`src/rtl/wb_arbiter_rr.sv`:
```
// wb_arbiter_rr: N-initiator to 1-target Wishbone classic round-robin arbiter.
// The grant is held for a whole bus cycle (cyc). Arbitration is registered, so there
// is one idle cycle between consecutive grants.
// Optional feature macro: WB_ARB_TIMEOUT_EN adds a stuck-target watchdog and a DRAIN state.
//
// Handshake: a target transfer completes in any cycle where tcyc_o & tstb_o & (tack_i | terr_i)
// are all high. The owner sees ack_o[g]/err_o[g] in that same cycle. Non-owners keep cyc high
// and wait; they are never acked.
module wb_arbiter_rr #(
    parameter int WB_ADDR_WIDTH  = 32,
    parameter int WB_DATA_WIDTH  = 32,
    parameter int N_INITIATORS   = 4,
    parameter int TIMEOUT_CYCLES = 255
) (
    input  logic                                     clock_i,
    input  logic                                     reset_i,
    input  logic [N_INITIATORS*WB_ADDR_WIDTH-1:0]    adr_i,
    input  logic [N_INITIATORS*WB_DATA_WIDTH-1:0]    dat_w_i,
    output logic [N_INITIATORS*WB_DATA_WIDTH-1:0]    dat_r_o,
    input  logic [N_INITIATORS-1:0]                  cyc_i,
    input  logic [N_INITIATORS-1:0]                  stb_i,
    input  logic [N_INITIATORS-1:0]                  we_i,
    input  logic [N_INITIATORS*WB_DATA_WIDTH/8-1:0]  sel_i,
    output logic [N_INITIATORS-1:0]                  ack_o,
    output logic [N_INITIATORS-1:0]                  err_o,
    output logic [WB_ADDR_WIDTH-1:0]                 tadr_o,
    output logic [WB_DATA_WIDTH-1:0]                 tdat_w_o,
    input  logic [WB_DATA_WIDTH-1:0]                 tdat_r_i,
    output logic                                     tcyc_o,
    output logic                                     tstb_o,
    output logic                                     twe_o,
    output logic [WB_DATA_WIDTH/8-1:0]               tsel_o,
    input  logic                                     tack_i,
    input  logic                                     terr_i,
    output logic [N_INITIATORS-1:0]                  gnt_o,
    output logic [1:0]                               state_o
);

    localparam int AW = WB_ADDR_WIDTH;
    localparam int DW = WB_DATA_WIDTH;
    localparam int N  = N_INITIATORS;
    localparam int SW = WB_DATA_WIDTH / 8;
    localparam int IW = (N > 1) ? $clog2(N) : 1;

    // Reject out-of-range configurations at elaboration time.
    if (N_INITIATORS < 2 || N_INITIATORS > 8 || TIMEOUT_CYCLES < 1 || TIMEOUT_CYCLES > 65535)
    begin : g_bad_params
        $error("wb_arbiter_rr: parameter out of range");
    end

`ifdef WB_ARB_TIMEOUT_EN
    typedef enum logic [1:0] {
        ST_IDLE  = 2'd0,
        ST_BUSY  = 2'd1,
        ST_DRAIN = 2'd2
    } state_e;
`else
    typedef enum logic [1:0] {
        ST_IDLE = 2'd0,
        ST_BUSY = 2'd1
    } state_e;
`endif

    state_e          state_q;
    logic [N-1:0]    gnt_q;
    logic [IW-1:0]   owner_q;
    logic [IW-1:0]   last_q;

    logic            pick_found;
    logic [IW-1:0]   pick_idx;
    logic            busy;
    logic            owner_cyc;
    logic            timeout_hit;
    logic            fwd;

    assign busy      = (state_q == ST_BUSY);
    assign owner_cyc = cyc_i[owner_q];
    assign gnt_o     = gnt_q;
    assign state_o   = state_q;

    // Round-robin pick: first requester scanning last+1, last+2 ... modulo N.
    always_comb begin
        pick_found = 1'b0;
        pick_idx   = '0;
        for (int k = 1; k <= N; k++) begin
            if (!pick_found && cyc_i[IW'((int'(last_q) + k) % N)]) begin
                pick_found = 1'b1;
                pick_idx   = IW'((int'(last_q) + k) % N);
            end
        end
    end

`ifdef WB_ARB_TIMEOUT_EN
    logic [15:0] to_cnt_q;

    assign timeout_hit = busy && (to_cnt_q == 16'(TIMEOUT_CYCLES));

    // Watchdog: counts strobed BUSY cycles without a target response.
    always_ff @(posedge clock_i) begin
        if (reset_i || !busy) begin
            to_cnt_q <= '0;
        end else if (tack_i || terr_i) begin
            to_cnt_q <= '0;
        end else if (tstb_o) begin
            to_cnt_q <= to_cnt_q + 16'd1;
        end
    end
`else
    assign timeout_hit = 1'b0;
`endif

    // Target side only carries the owner's signals while it holds cyc; zero otherwise.
    assign fwd = busy && owner_cyc && !timeout_hit;

    // Target mux and per-initiator response steering.
    always_comb begin
        tcyc_o   = fwd;
        tstb_o   = fwd & stb_i[owner_q];
        twe_o    = fwd & we_i[owner_q];
        tadr_o   = fwd ? adr_i[owner_q*AW +: AW]   : '0;
        tdat_w_o = fwd ? dat_w_i[owner_q*DW +: DW] : '0;
        tsel_o   = fwd ? sel_i[owner_q*SW +: SW]   : '0;
        ack_o    = '0;
        err_o    = '0;
        if (busy) begin
            ack_o[owner_q] = tack_i;
            err_o[owner_q] = terr_i | timeout_hit;
        end
    end

    // Read data is broadcast; only the owner's ack qualifies it.
    assign dat_r_o = {N{tdat_r_i}};

    // Arbitration FSM: grant, hold for the whole cycle, release to IDLE.
    always_ff @(posedge clock_i) begin
        if (reset_i) begin
            state_q <= ST_IDLE;
            gnt_q   <= '0;
            owner_q <= '0;
            last_q  <= IW'(N - 1);
        end else begin
            case (state_q)
                ST_IDLE: begin
                    if (pick_found) begin
                        state_q <= ST_BUSY;
                        owner_q <= pick_idx;
                        gnt_q   <= N'(1) << pick_idx;
                    end else begin
                        gnt_q   <= '0;
                    end
                end
                ST_BUSY: begin
                    if (!owner_cyc) begin
                        state_q <= ST_IDLE;
                        last_q  <= owner_q;
                        gnt_q   <= '0;
`ifdef WB_ARB_TIMEOUT_EN
                    end else if (timeout_hit) begin
                        state_q <= ST_DRAIN;
`endif
                    end
                end
`ifdef WB_ARB_TIMEOUT_EN
                ST_DRAIN: begin
                    if (!owner_cyc) begin
                        state_q <= ST_IDLE;
                        last_q  <= owner_q;
                        gnt_q   <= '0;
                    end
                end
`endif
                default: begin
                    state_q <= ST_IDLE;
                    gnt_q   <= '0;
                end
            endcase
        end
    end

endmodule

```
`config.mk`:
```
export PLATFORM = sky130hd
export DESIGN_NAME = wb_arbiter_rr
export DESIGN_NICKNAME = d
export VERILOG_FILES = /design/src/rtl/wb_arbiter_rr.sv
export SDC_FILE = /design/constraint.sdc
export NUM_CORES = 1
export LEC_CHECK = 0
export CORE_AREA = 4 4 206 208
export CTS_BUF_LIST = sky130_fd_sc_hd__clkbuf_8
export DETAILED_ROUTE_END_ITERATION = 10
export DIE_AREA = 0 0 210 212
export PLACE_DENSITY_LB_ADDON = 0.08
export SETUP_SLACK_MARGIN = 0.4
export SKIP_LAST_GASP = 1
export SYNTH_ARGS = -nofsm -noshare
export SYNTH_HDL_FRONTEND = slang
export SYNTH_SLANG_ARGS = --single-unit
```
`constraint.sdc`:
```
create_clock -name clock_i -period 4.55 [get_ports clock_i]
set_input_delay 0.91 -clock clock_i [delete_from_list [all_inputs] [get_ports clock_i]]
set_output_delay 0.91 -clock clock_i [all_outputs]
set_load 0.01 [all_outputs]
```
After elaboration in Yosys (flattened, before gate mapping):

Cells that the tools add are included.

* flip-flop bits (word level): 10
* bits in read-only memories: 0
* bits in latches: 0
* word-level logic and storage cells: 77
* output and inout bits: 213
* input bits: 320
* RAM bits: 0
* memories: 0

* $mul: 0
* reduce and logical (&&, ||, !) cells: 12
* divide/modulo/power cells: 0
* $lt $le $gt $ge: 6
* muxes and demuxes: 39
* equal/unequal tests: 3
* add/subtract/negate cells: 4
* shift-type cells: 4
* bitwise logic cells: 5

Operator list (number)
* variable part select 128 x 8 -> 32 bit: 2
* two-way mux 32 bit: 2
* two-way mux 4 bit: 5
* < comparator 2 x 4 -> 1 bit, second input constant: 4
* two-way mux 1 bit: 16
* variable part select 16 x 5 -> 4 bit: 1
* binary-select mux 1 bit (select 2 bit): 7
* two-way mux 2 bit: 6
* bitwise AND 4 bit: 2
* case mux 4 bit (2 select lines): 1
* AND reduction 2 bit: 3
* logical AND 1 bit: 5
* adder 2 x 1 -> 2 bit, second input constant: 2
* adder 2 bit, second input constant: 2
* != test 2 bit, second input constant: 2
* case mux 2 bit (2 select lines): 1
* << shifter 1 x 2 -> 4 bit, first input constant: 1
* logical NOT 1 bit: 3
* < comparator 2 x 3 -> 1 bit, second input constant: 1
* bitwise AND 1 bit: 2
* demux 1 bit (select 2 bit): 1
* equality test 2 x 1 -> 1 bit, second input constant: 1
* >= comparator 2 x 1 -> 1 bit, second input constant: 1
* logical NOT 2 bit: 1
* NOT 1 bit: 1

Logic depth before layout (Yosys ltp):

* depth in word-level cells: 17
* depth in mapped cells: 5
* gate-level depth less buffers: 4

Worst setup path after synthesis:

Ideal clock, no wire load.

* path kind: input to output
* start: input port cyc_i[3]
* end: output port tadr_o[0]
* data required time: 3640 ps
* stages on the path: 3
* path slack: 1823 ps
* buffers on the path: 1
* arrival time: 1817 ps
* path through: mux4_2 clkbuf_1 and3_1

* cells in the longest elaborated chain, start to end: 4

Ends and longest elaborated chain
* start, declared: RTL line 20 `input logic [N_INITIATORS-1:0] cyc_i,`
* binary-select mux 1 bit (select 2 bit): RTL line 77 `assign owner_cyc = cyc_i[owner_q];`
* two-way mux 1 bit (not written as such): RTL line 77
* logical AND 1 bit: RTL line 113 `assign fwd = busy && owner_cyc && !timeout_hit;`
* two-way mux 32 bit: RTL line 120 `tadr_o = fwd ? adr_i[owner_q*AW +: AW] : '0;`
* end, declared: RTL line 26 `output logic [WB_ADDR_WIDTH-1:0] tadr_o,`

No other way between the ends. The select of a mux whose other input is x is not followed.

Final worst setup path:

* start: input port cyc_i[1]
* end: output port tcyc_o

* cells in the longest elaborated chain, start to end: 3

Ends and longest elaborated chain
* binary-select mux 1 bit (select 2 bit): RTL line 77
* two-way mux 1 bit (not written as such): RTL line 77
* logical AND 1 bit: RTL line 113
* end, declared: RTL line 29 `output logic tcyc_o,`

No other way between the ends. The select of a mux whose other input is x is not followed.

==> impl_results.html <==
<table>
<tr><th>Metric</th><th>Value</th></tr>
<tr><th colspan="2">Yosys</th></tr>
<tr><td>Area share of the largest cell type after synthesis</td><td>between 30% and 40%</td></tr>
<tr><td>Post-synth top area cell</td><td>mux4_2</td></tr>
<tr><td>Post-synthesis cell area</td><td>between 3000 and 4000 µm²</td></tr>
<tr><td>Largest family of logic cells by synthesized area</td><td>multiplexers</td></tr>
<tr><td>Largest cells by area after synthesis</td><td>mux4_2 (39%), buf_4 (26%), and3_1 (12%), dfxtp_1 (4.8%), mux4_1 (4.2%)</td></tr>
<tr><td>Post-synthesis compound-gate area fraction</td><td>3.18%</td></tr>
<tr><td>Synthesized Nets</td><td>about 690</td></tr>
<tr><td>Synthesized-area fraction occupied by xor and xnor cells</td><td>0%</td></tr>
<tr><td>Multiplexer share of the synthesized area</td><td>a little over two fifths</td></tr>
<tr><td>Synth unique cells</td><td>27</td></tr>
<tr><td>Post-Syn Instances</td><td>369</td></tr>
<tr><td>Top flip-flop cell by instance count after synthesis</td><td>dfxtp_1</td></tr>
<tr><td>Number of flip-flops and latches in the synthesized netlist</td><td>9</td></tr>
<tr><td>Yosys warns</td><td>0</td></tr>
<tr><td>Number of enable-type register cells in the synthesized netlist</td><td>0</td></tr>
<tr><td>Ys async rst share</td><td>0%</td></tr>
<tr><td>Leading cell types by count after synthesis</td><td>buf_4 (132), and3_1 (70), mux4_2 (65)</td></tr>
<tr><td>Share of synthesized cell area in full adder, half adder and majority cells</td><td>0%</td></tr>
<tr><td>Most instantiated library cell after synthesis</td><td>buf_4</td></tr>
<tr><td>Simple-gate portion of the synthesized area</td><td>15.7%</td></tr>
<tr><td>Syn_area_per_cell</td><td>a little over 10 µm²</td></tr>
<tr><td>Part of the Yosys area used for sequential elements</td><td>between 4 and 5%</td></tr>
<tr><th colspan="2">Placed design</th></tr>
<tr><td>Hpwl dp</td><td>around 20 mm</td></tr>
<tr><td>Number of I/O port buffers</td><td>371</td></tr>
<tr><td>Final Wtd Congestion</td><td>roughly 0.81</td></tr>
<tr><td>Count of placed standard cells including taps</td><td>roughly 1100</td></tr>
<tr><th colspan="2">GRT</th></tr>
<tr><td>GRT Resource Usage Total</td><td>9.46%</td></tr>
<tr><td>Antenna violations before repair</td><td>0</td></tr>
<tr><td>Met1 usage</td><td>between 9 and 10%</td></tr>
<tr><td>Most heavily used metal layer in global routing</td><td>met2</td></tr>
<tr><td>Met2 demand-to-capacity share in global routing</td><td>between 15 and 20%</td></tr>
<tr><td>Met3 capacity usage during global routing</td><td>between 3 and 4%</td></tr>
<tr><td>Wire length of the first global-routing pass</td><td>around 32 mm</td></tr>
<tr><td>Overflow left after global routing</td><td>0</td></tr>
<tr><td>Number of global-route vias before repair</td><td>approximately 4500</td></tr>
<tr><td>Maximum number of pins on one net before global-route repair</td><td>73</td></tr>
<tr><th colspan="2">Finish</th></tr>
<tr><td>Fraction of final layout cells sized beyond drive strength 1</td><td>about an eighth</td></tr>
<tr><td>Post-route non-filler standard cell count</td><td>around 1100</td></tr>
<tr><td>Nets</td><td>908</td></tr>
<tr><td>Area growth from synthesis to final layout</td><td>88.5%</td></tr>
<tr><td>Util after Layout</td><td>between 10% and 20%</td></tr>
<tr><td>Fill cells</td><td>between 4000 and 5000</td></tr>
<tr><th colspan="2">Flow run</th></tr>
<tr><td>Reported max-cap violation count</td><td>0</td></tr>
<tr><th colspan="2">CTS</th></tr>
<tr><td>TritonCTS clock tree</td><td>done</td></tr>
<tr><td>Count of buffers added by post-CTS timing repair for setup</td><td>0</td></tr>
<tr><td>Latest clock arrival within the worst-skew pair</td><td>between 0.2 and 0.25 ns</td></tr>
<tr><td>Post-CTS Hold Buffers</td><td>0</td></tr>
<tr><td>Root Buffer</td><td>clkbuf_8</td></tr>
<tr><td>Total clock buffers created by CTS</td><td>3</td></tr>
<tr><td>CTS Sinks</td><td>9</td></tr>
<tr><td>Clock slew seen by the registers of the worst setup and hold paths</td><td>approximately 0.04 ns</td></tr>
<tr><td>Quantity of gates resized following cts</td><td>1</td></tr>
<tr><td>H-tree depth</td><td>1</td></tr>
<tr><td>Clock Path Buffers</td><td>2</td></tr>
<tr><th colspan="2">Floorplan</th></tr>
<tr><td>Core ar.</td><td>approximately 40000 µm²</td></tr>
<tr><td>Floorplan row count</td><td>74</td></tr>
<tr><td>Die span in x</td><td>~210 µm</td></tr>
<tr><td>Total I/O pin count</td><td>roughly 530</td></tr>
<tr><td>Initial standard-cell utilization of the core</td><td>under 10%</td></tr>
<tr><td>Die Span Y</td><td>between 200 and 250 µm</td></tr>
<tr><td>Die ar.</td><td>~45000 µm²</td></tr>
<tr><th colspan="2">Route</th></tr>
<tr><td>Detailed-router iteration count before antenna repair</td><td>4</td></tr>
<tr><td>Number of design-rule violations left by the first detailed-router iteration</td><td>just over 100</td></tr>
<tr><td>Via count</td><td>3843</td></tr>
<tr><td>Routed len/inst</td><td>approximately 21 µm</td></tr>
<tr><td>Detailed Route WL</td><td>between 20 and 25 mm</td></tr>
<tr><td>Number of nets with antenna violations after routing</td><td>0</td></tr>
<tr><td>DRC violation count after routing</td><td>0</td></tr>
<tr><td>Vias/cell</td><td>approximately 3.4</td></tr>
<tr><th colspan="2">Timing</th></tr>
<tr><td>Fin crit period</td><td>3.89 ns</td></tr>
<tr><td>Final setup violation count</td><td>0</td></tr>
<tr><td>Final worst-path cycle share</td><td>between 80 and 90%</td></tr>
<tr><td>Slew HR</td><td>28.7%</td></tr>
<tr><td>Actual slew at the worst max-slew pin</td><td>about 1.1 ns</td></tr>
<tr><td>Worst clock skew</td><td>about 0.00099 ns</td></tr>
<tr><td>Maximum achievable frequency</td><td>approximately 260 MHz</td></tr>
<tr><td>Unrepaired setup endpoints after global routing</td><td>false</td></tr>
<tr><td>Number of hold violations in the final report</td><td>0</td></tr>
<tr><td>Hold slack</td><td>approximately 0.48 ns</td></tr>
<tr><td>Count of pins over their slew limit</td><td>0</td></tr>
<tr><td>Total negative slack</td><td>0 ns</td></tr>
<tr><th colspan="2">Run status</th></tr>
<tr><td>Outcome</td><td>completed</td></tr>
<tr><th colspan="2">Power</th></tr>
<tr><td>Largest vdd supply drop</td><td>roughly 0.0001 V</td></tr>
<tr><td>Static leakage</td><td>between 0.002 and 0.0025 µW</td></tr>
<tr><td>Total power of the final layout</td><td>983 µW</td></tr>
<tr><td>Total power divided by cell area</td><td>139 nW/µm²</td></tr>
<tr><th colspan="2">Setup path</th></tr>
<tr><td>Critical Path End Type</td><td>output pin</td></tr>
<tr><td>Critical path type</td><td>input pin to output pin</td></tr>
<tr><td>Crit-path max FO</td><td>~70</td></tr>
<tr><td>Required time of the worst setup path</td><td>around 3.6 ns</td></tr>
<tr><td>Worst r2r src</td><td>owner_q[1]$_SDFFE_PP0P_</td></tr>
<tr><td>Critical path startpoint</td><td>cyc_i[1]</td></tr>
<tr><td>Worst EP arrival</td><td>2.98 ns</td></tr>
<tr><td>Worst Setup Start Kind</td><td>input pin</td></tr>
<tr><th colspan="2">Worst hold path</th></tr>
<tr><td>Hold Crit Class</td><td>register to register</td></tr>
<tr><td>Hold wc startpoint</td><td>gnt_o[2]$_SDFFE_PP0N_</td></tr>
</table>
-- per-layer routing --
metal / share of wire, % / wire, µm / vias up
li1: - / - / 1697
met1: 34 / 7970 / 1845
met2: 55 / 12800 / 273
met3: 9.7 / 2280 / 28
met4: 1.4 / 321 / 0
met5: 0 / 0 / -
-- sequential cells by signal (all words and copies together) (netlist names) --
register  count
gnt_o         4
last_q        2
owner_q       2
state_o       1
-- per-stage QoR --
step                instance area [µm²]  setup slack [ns]
floorplan                          3740              1.82
global placement                   6990             0.281
detailed placement                 6990             0.225
CTS                                7040             0.403
global route                       7050             0.471
finish                             7050             0.659
-- cell families after synthesis --
kind of cell | count (synthesis)
and+or+nand+nor | 102
DFF | 9
AOI/OAI and AO/OA | 17
other | 1
buffers and inverters | 169
muxes | 71
-- worst paths after layout --
| kind | cells after the start | slack, ns | end |
|---|---|---|---|
| max | 6 | 0.66 | tcyc_o |
| min | 2 | 0.48 | gnt_o[2]$_SDFFE_PP0N_ |
| max reg2reg | 5 | 2.62 | last_q[0]$_SDFFE_PP1P_ |
| min reg2reg | 2 | 0.48 | gnt_o[2]$_SDFFE_PP0N_ |
-- power by group --
group | switching (µW) | total (µW) | internal, µW
logic | 268 | 778 | 511
registers | 29.2 | 117 | 87.5
clock network | 29.9 | 88.5 | 58.6
-- layout by cell type (no fill, tap or decap), types with 2 or more instances in the layout --
cell / synthesis / layout
o32ai_1: 4 / 4
buf_4: 132 / 3
clkbuf_8: 0 / 3
and3_1: 70 / 70
nand2_1: 6 / 6
nand2b_1: 7 / 7
mux4_2: 65 / 65
mux4_1: 6 / 6
dfxtp_4: 0 / 2
a211oi_1: 2 / 2
nor2_1: 14 / 14
buf_12: 5 / 3
inv_1: 6 / 7
a21oi_1: 6 / 6
dfxtp_1: 9 / 6
clkdlybuf4s50_1: 0 / 371
nor3_1: 2 / 2
-- cell type report --
cell class / instances / area [µm²] / area share (%)
repair buffers: 377 / 3800 / 53.8
multi-input cells: 191 / 2330 / 33.1
well taps: 532 / 666 / 9.44
flip-flops and latches: 9 / 189 / 2.68
clock buffers: 3 / 41.3 / 0.585
inverters: 6 / 22.5 / 0.319
clock inverters: 1 / 3.75 / 0.0532
diodes: 1 / 2.50 / 0.0355
-- critical path: stages --
cell             delay (ns)
clkdlybuf4s50_1        0.57
mux4_2                 0.30
buf_12                 0.29
nand2_1                0.21
inv_1                  0.13
clkdlybuf4s50_1        0.56
No activity file was read; power rests on OpenSTA's default activity.
